--- config.mk ---
export PLATFORM = sky130hd
export DESIGN_NAME = serial_out
export DESIGN_NICKNAME = d
export VERILOG_FILES = /design/src/rtl/serial_out.sv
export SDC_FILE = /design/constraint.sdc
export NUM_CORES = 1
export LEC_CHECK = 0
export ABC_CLOCK_PERIOD_IN_PS = 4340
export CAP_MARGIN = 20
export CORE_AREA = 2 2 94 96
export DETAILED_ROUTE_END_ITERATION = 10
export DIE_AREA = 0 0 96 98
export PLACE_DENSITY = 0.89
export SLEW_MARGIN = 20
export SYNTH_ARGS = -nofsm -noshare
export SYNTH_HDL_FRONTEND = slang
export SYNTH_SLANG_ARGS = --single-unit
--- constraint.sdc ---
create_clock -name clk -period 4.34 [get_ports clk]
set_input_delay 0.868 -clock clk [delete_from_list [all_inputs] [get_ports clk]]
set_output_delay 0.868 -clock clk [all_outputs]
set_load 0.01 [all_outputs]
--- src/rtl/serial_out.sv ---
// serial_out
//   Memory-mapped serial transmitter. CPU writes (DI strobe, addr == ADDR)
//   push bus_in[7:0] into a byte FIFO; a transmit FSM pops bytes and sends
//   them LSB-first as 8N1 frames (8E1 when SERIAL_OUT_PARITY_EN is defined)
//   on tx. CPU reads (DO strobe, addr == ADDR) return a status word.
//
//   Build option: `define SERIAL_OUT_PARITY_EN adds an even-parity bit after
//   the data bits and sets status bit4.
//
//   Parameters
//     ADDR          device address, full 16-bit decode
//     CLKS_PER_BIT  clock cycles per serial bit (1..65535)
//     FIFO_DEPTH    FIFO entries, power of two (2..256)
//
//   Ports
//     clk        in   system clock, rising edge
//     reset_bar  in   asynchronous active-low reset
//     addr       in   CPU address bus
//     bus_in     in   CPU data bus, low byte captured on writes
//     DI         in   CPU write strobe
//     DO         in   CPU read strobe
//     bus_out    out  status word, zero unless bus_oe
//     bus_oe     out  DO && addr == ADDR
//     tx         out  serial line, idles high (registered)
//     full       out  FIFO holds FIFO_DEPTH bytes
//     empty      out  FIFO holds no bytes
//
//   Status word: [15:8] count (saturating at 255), [4] parity built in,
//   [3] overflow (sticky, cleared by a status read), [2] busy,
//   [1] full, [0] empty.

module serial_out #(
  parameter logic [15:0] ADDR         = 16'h0002,
  parameter int unsigned CLKS_PER_BIT = 4,
  parameter int unsigned FIFO_DEPTH   = 8
) (
  input  logic        clk,
  input  logic        reset_bar,
  input  logic [15:0] addr,
  input  logic [15:0] bus_in,
  input  logic        DI,
  input  logic        DO,
  output logic [15:0] bus_out,
  output logic        bus_oe,
  output logic        tx,
  output logic        full,
  output logic        empty
);

  localparam int unsigned   AW        = (FIFO_DEPTH > 1) ? $clog2(FIFO_DEPTH) : 1;
  localparam int unsigned   CW        = AW + 1;
  localparam logic [CW-1:0] DEPTH_C   = CW'(FIFO_DEPTH);
  localparam logic [15:0]   BAUD_LAST = 16'(CLKS_PER_BIT - 1);
`ifdef SERIAL_OUT_PARITY_EN
  localparam logic          PARITY_FLAG = 1'b1;
`else
  localparam logic          PARITY_FLAG = 1'b0;
`endif

  typedef enum logic [2:0] {
    S_IDLE   = 3'd0,
    S_START  = 3'd1,
    S_DATA   = 3'd2,
`ifdef SERIAL_OUT_PARITY_EN
    S_PARITY = 3'd3,
`endif
    S_STOP   = 3'd4
  } state_t;

  // ---------------------------------------------------------------------
  // State
  // ---------------------------------------------------------------------
  state_t         state_q, state_d;
  logic [15:0]    baud_q, baud_d;
  logic [2:0]     bit_q, bit_d;
  logic [7:0]     shreg_q, shreg_d;
  logic           tx_q, tx_d;
  logic [AW-1:0]  wr_ptr_q, wr_ptr_d;
  logic [AW-1:0]  rd_ptr_q, rd_ptr_d;
  logic [CW-1:0]  count_q, count_d;
  logic           ovf_q, ovf_d;
  logic [7:0]     mem_q [FIFO_DEPTH];
`ifdef SERIAL_OUT_PARITY_EN
  logic           par_q, par_d;
`endif

  // ---------------------------------------------------------------------
  // Decode and FIFO control
  // ---------------------------------------------------------------------
  logic           dev_hit;
  logic           push_req;
  logic           push;
  logic           pop;
  logic           fifo_full;
  logic           fifo_empty;
  logic           overflow_set;
  logic           busy;
  logic           baud_last;
  logic [7:0]     head;
  logic [8:0]     count_ext;
  logic [7:0]     count_sat;
  logic           unused_hi;

  assign dev_hit    = (addr == ADDR);
  assign push_req   = DI && dev_hit;
  assign bus_oe     = DO && dev_hit;
  assign fifo_full  = (count_q == DEPTH_C);
  assign fifo_empty = (count_q == '0);
  assign head       = mem_q[rd_ptr_q];
  assign busy       = (state_q != S_IDLE);
  assign baud_last  = (baud_q == BAUD_LAST);
  assign unused_hi  = ^bus_in[15:8];

  // A full FIFO still accepts a byte when the head leaves on the same edge.
  assign push         = push_req && (!fifo_full || pop);
  assign overflow_set = push_req && fifo_full && !pop;

  always_comb begin
    wr_ptr_d = wr_ptr_q;
    rd_ptr_d = rd_ptr_q;
    count_d  = count_q;
    ovf_d    = ovf_q;

    if (push) begin
      wr_ptr_d = wr_ptr_q + AW'(1);
    end
    if (pop) begin
      rd_ptr_d = rd_ptr_q + AW'(1);
    end

    case ({push, pop})
      2'b10:   count_d = count_q + CW'(1);
      2'b01:   count_d = count_q - CW'(1);
      default: count_d = count_q;
    endcase

    // A status read clears overflow, but a new overflow on the same edge wins.
    if (overflow_set) begin
      ovf_d = 1'b1;
    end else if (bus_oe) begin
      ovf_d = 1'b0;
    end
  end

  // ---------------------------------------------------------------------
  // Transmit FSM
  // tx is registered: each transition computes the line level for the
  // state being entered, so tx changes on the same edge as the state.
  // The shift register moves one place per data bit, which keeps the
  // next bit to send at shreg_q[1].
  // ---------------------------------------------------------------------
  always_comb begin
    state_d = state_q;
    baud_d  = baud_q;
    bit_d   = bit_q;
    shreg_d = shreg_q;
    tx_d    = tx_q;
    pop     = 1'b0;
`ifdef SERIAL_OUT_PARITY_EN
    par_d   = par_q;
`endif

    case (state_q)
      S_IDLE: begin
        tx_d = 1'b1;
        if (!fifo_empty) begin
          pop     = 1'b1;
          shreg_d = head;
`ifdef SERIAL_OUT_PARITY_EN
          par_d   = ^head;
`endif
          state_d = S_START;
          baud_d  = '0;
          tx_d    = 1'b0;
        end
      end

      S_START: begin
        if (baud_last) begin
          state_d = S_DATA;
          baud_d  = '0;
          bit_d   = '0;
          tx_d    = shreg_q[0];
        end else begin
          baud_d = baud_q + 16'd1;
        end
      end

      S_DATA: begin
        if (baud_last) begin
          baud_d = '0;
          if (bit_q == 3'd7) begin
`ifdef SERIAL_OUT_PARITY_EN
            state_d = S_PARITY;
            tx_d    = par_q;
`else
            state_d = S_STOP;
            tx_d    = 1'b1;
`endif
          end else begin
            bit_d   = bit_q + 3'd1;
            shreg_d = {1'b0, shreg_q[7:1]};
            tx_d    = shreg_q[1];
          end
        end else begin
          baud_d = baud_q + 16'd1;
        end
      end

`ifdef SERIAL_OUT_PARITY_EN
      S_PARITY: begin
        if (baud_last) begin
          state_d = S_STOP;
          baud_d  = '0;
          tx_d    = 1'b1;
        end else begin
          baud_d = baud_q + 16'd1;
        end
      end
`endif

      S_STOP: begin
        if (baud_last) begin
          state_d = S_IDLE;
          baud_d  = '0;
          tx_d    = 1'b1;
        end else begin
          baud_d = baud_q + 16'd1;
        end
      end

      default: begin
        state_d = S_IDLE;
        baud_d  = '0;
        tx_d    = 1'b1;
      end
    endcase
  end

  // ---------------------------------------------------------------------
  // Registers
  // ---------------------------------------------------------------------
  always_ff @(posedge clk or negedge reset_bar) begin
    if (!reset_bar) begin
      state_q  <= S_IDLE;
      baud_q   <= '0;
      bit_q    <= '0;
      shreg_q  <= '0;
      tx_q     <= 1'b1;
      wr_ptr_q <= '0;
      rd_ptr_q <= '0;
      count_q  <= '0;
      ovf_q    <= 1'b0;
`ifdef SERIAL_OUT_PARITY_EN
      par_q    <= 1'b0;
`endif
    end else begin
      state_q  <= state_d;
      baud_q   <= baud_d;
      bit_q    <= bit_d;
      shreg_q  <= shreg_d;
      tx_q     <= tx_d;
      wr_ptr_q <= wr_ptr_d;
      rd_ptr_q <= rd_ptr_d;
      count_q  <= count_d;
      ovf_q    <= ovf_d;
`ifdef SERIAL_OUT_PARITY_EN
      par_q    <= par_d;
`endif
    end
  end

  // Storage needs no reset: the count gates every read of it.
  always_ff @(posedge clk) begin
    if (push) begin
      mem_q[wr_ptr_q] <= bus_in[7:0];
    end
  end

  // ---------------------------------------------------------------------
  // Outputs
  // ---------------------------------------------------------------------
  assign count_ext = 9'(count_q);
  assign count_sat = count_ext[8] ? 8'hFF : count_ext[7:0];

  assign bus_out = bus_oe ? {count_sat, 3'b000, PARITY_FLAG, ovf_q, busy, fifo_full, fifo_empty}
                          : '0;
  assign tx      = tx_q;
  assign full    = fifo_full;
  assign empty   = fifo_empty;

endmodule

==> results by group <==
Outcome
  – Status: completed

STA
  – Period utilisation layout: roughly 83%
  – Setup violations, final: 0
  – Setup TNS: 0 ns
  – Period minus WS final: 3.60 ns
  – Slew Limit Headroom: approximately 38%
  – RSZ-0062 raised after global routing: false
  – Tightest Pin Transition: about 0.93 ns
  – Hold Vio Cnt, Final: 0
  – Worst Slack Setup Final: 0.741 ns
  – Fmax: ~280 MHz
  – Fin Clk Skew: 0.0155 ns
  – Final Max Slew Viols: 0

Setup path
  – Most used cell, CP: clkdlybuf4s50_1
  – CP Capture Type: output port
  – CP max stage cell: clkdlybuf4s50_1
  – WS Path Type: in2out
  – Worst EP arrival: 2.73 ns
  – Startpoint types: input port
  – CP required: 3.47 ns
  – Critical Path Max Stage Delay: 0.54 ns
  – CP cell instances: clkdlybuf4s50_1 -> nor4b_1 -> and4_1 -> nand2_1 -> nor2_1 -> clkdlybuf4s50_1
  – Worst-path maximum fanout: 9

Clock network
  – CTS clk-pin slew, worst paths: 0.11 ns
  – Hold_buf cts: 0
  – Clock latency on the worst-skew pair: approximately 0.38 ns
  – Postcts setup bufs: 0
  – Htree depth: 3
  – CTS Sinks: around 110
  – TritonCTS clock tree: done
  – Clock root cell: clkbuf_8
  – Post-CTS Resized: 0
  – Clock buffer count from CTS: 9
  – CTS Buffer Depth: 2

GRT
  – First-pass GRT wire length: ~16000 um
  – GR Overflow Total: 0
  – Vias in the first global route: roughly 3200
  – Total track usage: 22.0%
  – Largest net degree at the start of global routing: between 40 and 50
  – Initial antenna violation count: 0

Floorplanning
  – Core Box Area: 8470 sq um
  – Die X: 96 um
  – Die area: 9410 sq um
  – # IOs: 56
  – Row cnt: 34
  – Starting Density: 58.1%
  – Die height: 98 um

Synth
  – Post-synthesis sequential area ratio: 60.4%
  – Synth Area in Adders: 2.03%
  – Post-synthesis mux area share: under 10%
  – Largest area contributor in the netlist: edfxtp_1
  – Yosys reg bits: 106
  – Fraction of registers with async set/reset: roughly 40%
  – Post-synth top area share: 39.0%
  – Synth cell types: 57
  – Mapped cell area: 4920 sq um
  – Prevailing post-synth register cell: edfxtp_1
  – Top-count cell post-synth: edfxtp_1
  – Mapped Avg Cell Area: 12.8 sq um
  – Dominant cells by area after synthesis: edfxtp_1 39%, dfrtp_1 21%, mux2_2 3.9%
  – Top cells by count, synth: 64 x edfxtp_1, 41 x dfrtp_1, 25 x nand2_1
  – Cells after Synth: roughly 380
  – Synth Area in Simple Gates: 13.4%
  – Complex-gate fraction of the synthesized area: 9.99%
  – Post-Synth XOR/XNOR Area: 1.60%
  – EDFF count, synth: 64
  – Main combinational cell family by area after synthesis: simple AND/OR/NAND/NOR gates
  – Ys Warns: 0

Placement
  – IO buf count: 39
  – GPL Wtd Cong: 0.805
  – Post-Place Setup Slack: 0.736 ns
  – Detailed placer's ending HPWL: 6430 um

Layout
  – Multi-input gate area: 1750 sq um
  – Final nets: 465
  – Fillers: between 500 and 600
  – Layout cells sized above 1: 14.6%
  – Inserted Diodes: 0
  – Final design utilization: 65.8%
  – Storage element area: 2970 sq um
  – Area growth from synthesis to layout: 13.1%

Detailed routing
  – Antenna-violating nets left: 0
  – Vias/cell: 6.12
  – Drt total wl: slightly below 10000 um
  – Vias: 3269
  – Drt pass-1 iters: 6
  – Remaining DRCs: 0
  – 1st-iter DRT viols: 205
  – DR WL/cell: 18.0 um

Min path
  – Hold crit path type: reg2reg

Power and ir drop
  – Pwr Density: 498 nW/um^2
  – Leakage: 2.14 nW
  – Worst IR Drop VDD: 0.000319 V

Job
  – Maximum capacitance violations: 0
-- power by group --
| group | switching [mW] | total (mW) | internal (mW) |
|---|---|---|---|
| Sequential | 0.137 | 1.32 | 1.18 |
| Combinational | 0.419 | 0.819 | 0.400 |
| Clock | 0.394 | 0.637 | 0.243 |
-- routing by layer --
layer	vias to the layer above	global-route usage (%)	part of all wire, %	routed length (um)
met5	-	0	0	0
met4	0	8.68	2.2	215
met3	24	4.78	5.1	491
met2	113	36.4	53	5070
met1	1612	27.9	40	3850
li1	1520	-	-	-
-- state kept, by name, summed over array words and instances, names as in the netlist --
signal / count
wr_ptr_q: 3
shreg_q: 8
tx: 1
ovf_q: 1
baud_q: 16
rd_ptr_q: 3
count_q: 4
state_q: 3
bit_q: 3
mem_q: 64
-- critical path: cells and delay by family --
family | cells | cell delay (ns)
and+or+nand+nor | 4 | 0.92
buffers and inverters | 2 | 0.94
-- cells in the final DEF (no fill, tap or decap), types with 4 or more instances in the layout --
cell,Yosys,final
conb_1,1,8
nand3_1,11,11
inv_1,6,6
xnor2_1,4,4
clkdlybuf4s50_1,0,38
nor2_1,16,16
clkbuf_8,0,9
o22ai_1,7,7
nand2b_1,4,4
nor4_1,7,7
mux2_2,17,17
edfxtp_1,64,64
a21oi_1,16,16
buf_4,10,10
and3_1,9,9
mux2i_1,15,15
o21ai_0,10,10
dfrtp_1,41,41
a22o_1,8,8
xor2_1,5,5
nor3_1,12,12
ha_1,8,8
nand2_1,25,25
a31oi_1,12,12
nor3b_1,4,4
o221a_2,6,6
or3_1,6,6
-- cells by family after synthesis --
family | after synthesis
compound gates | 71
xor+xnor | 9
fa+ha+maj | 8
buf+inv | 37
flops | 106
mux | 34
other cells | 1
simple gates | 118
-- metrics by stage --
step                instances  total power, mW  instance area, sq um  hold WS (ns)
floorplan                 391             1.96                  4950         0.442
finish                    534             2.77                  5570         0.493
global route              534             2.91                  5570         0.516
detailed placement        518             2.14                  5350         0.473
global placement          518             2.10                  5350         0.459
CTS                       534             2.78                  5570         0.497
-- cell type report --
type | count | share of cell area (%)
clock buffer | 9 | 2.22
clock inverter | 7 | 1.77
inverter | 7 | 0.494
multi-input combinational | 248 | 31.4
sequential | 106 | 53.4
tap | 108 | 2.43
timing repair buffer | 49 | 8.27
-- final timing paths --
path                                   startpoint                endpoint  slack (ns)  cells after the start
max in group asynchronous               reset_bar  shreg_q[4]$_DFFE_PN0P_        3.13                      1
hold reg to reg                 ovf_q$_DFFE_PN0P_       ovf_q$_DFFE_PN0P_        0.49                      2
min in group asynchronous               reset_bar  baud_q[10]$_DFFE_PN0N_        0.62                      1
setup reg to reg           count_q[0]$_DFFE_PN0P_  count_q[3]$_DFFE_PN0P_        1.59                      9
hold / removal                  ovf_q$_DFFE_PN0P_       ovf_q$_DFFE_PN0P_        0.49                      2
setup / recovery                          addr[0]              bus_out[2]        0.74                      6
No activity file was read; power rests on OpenSTA's default activity.
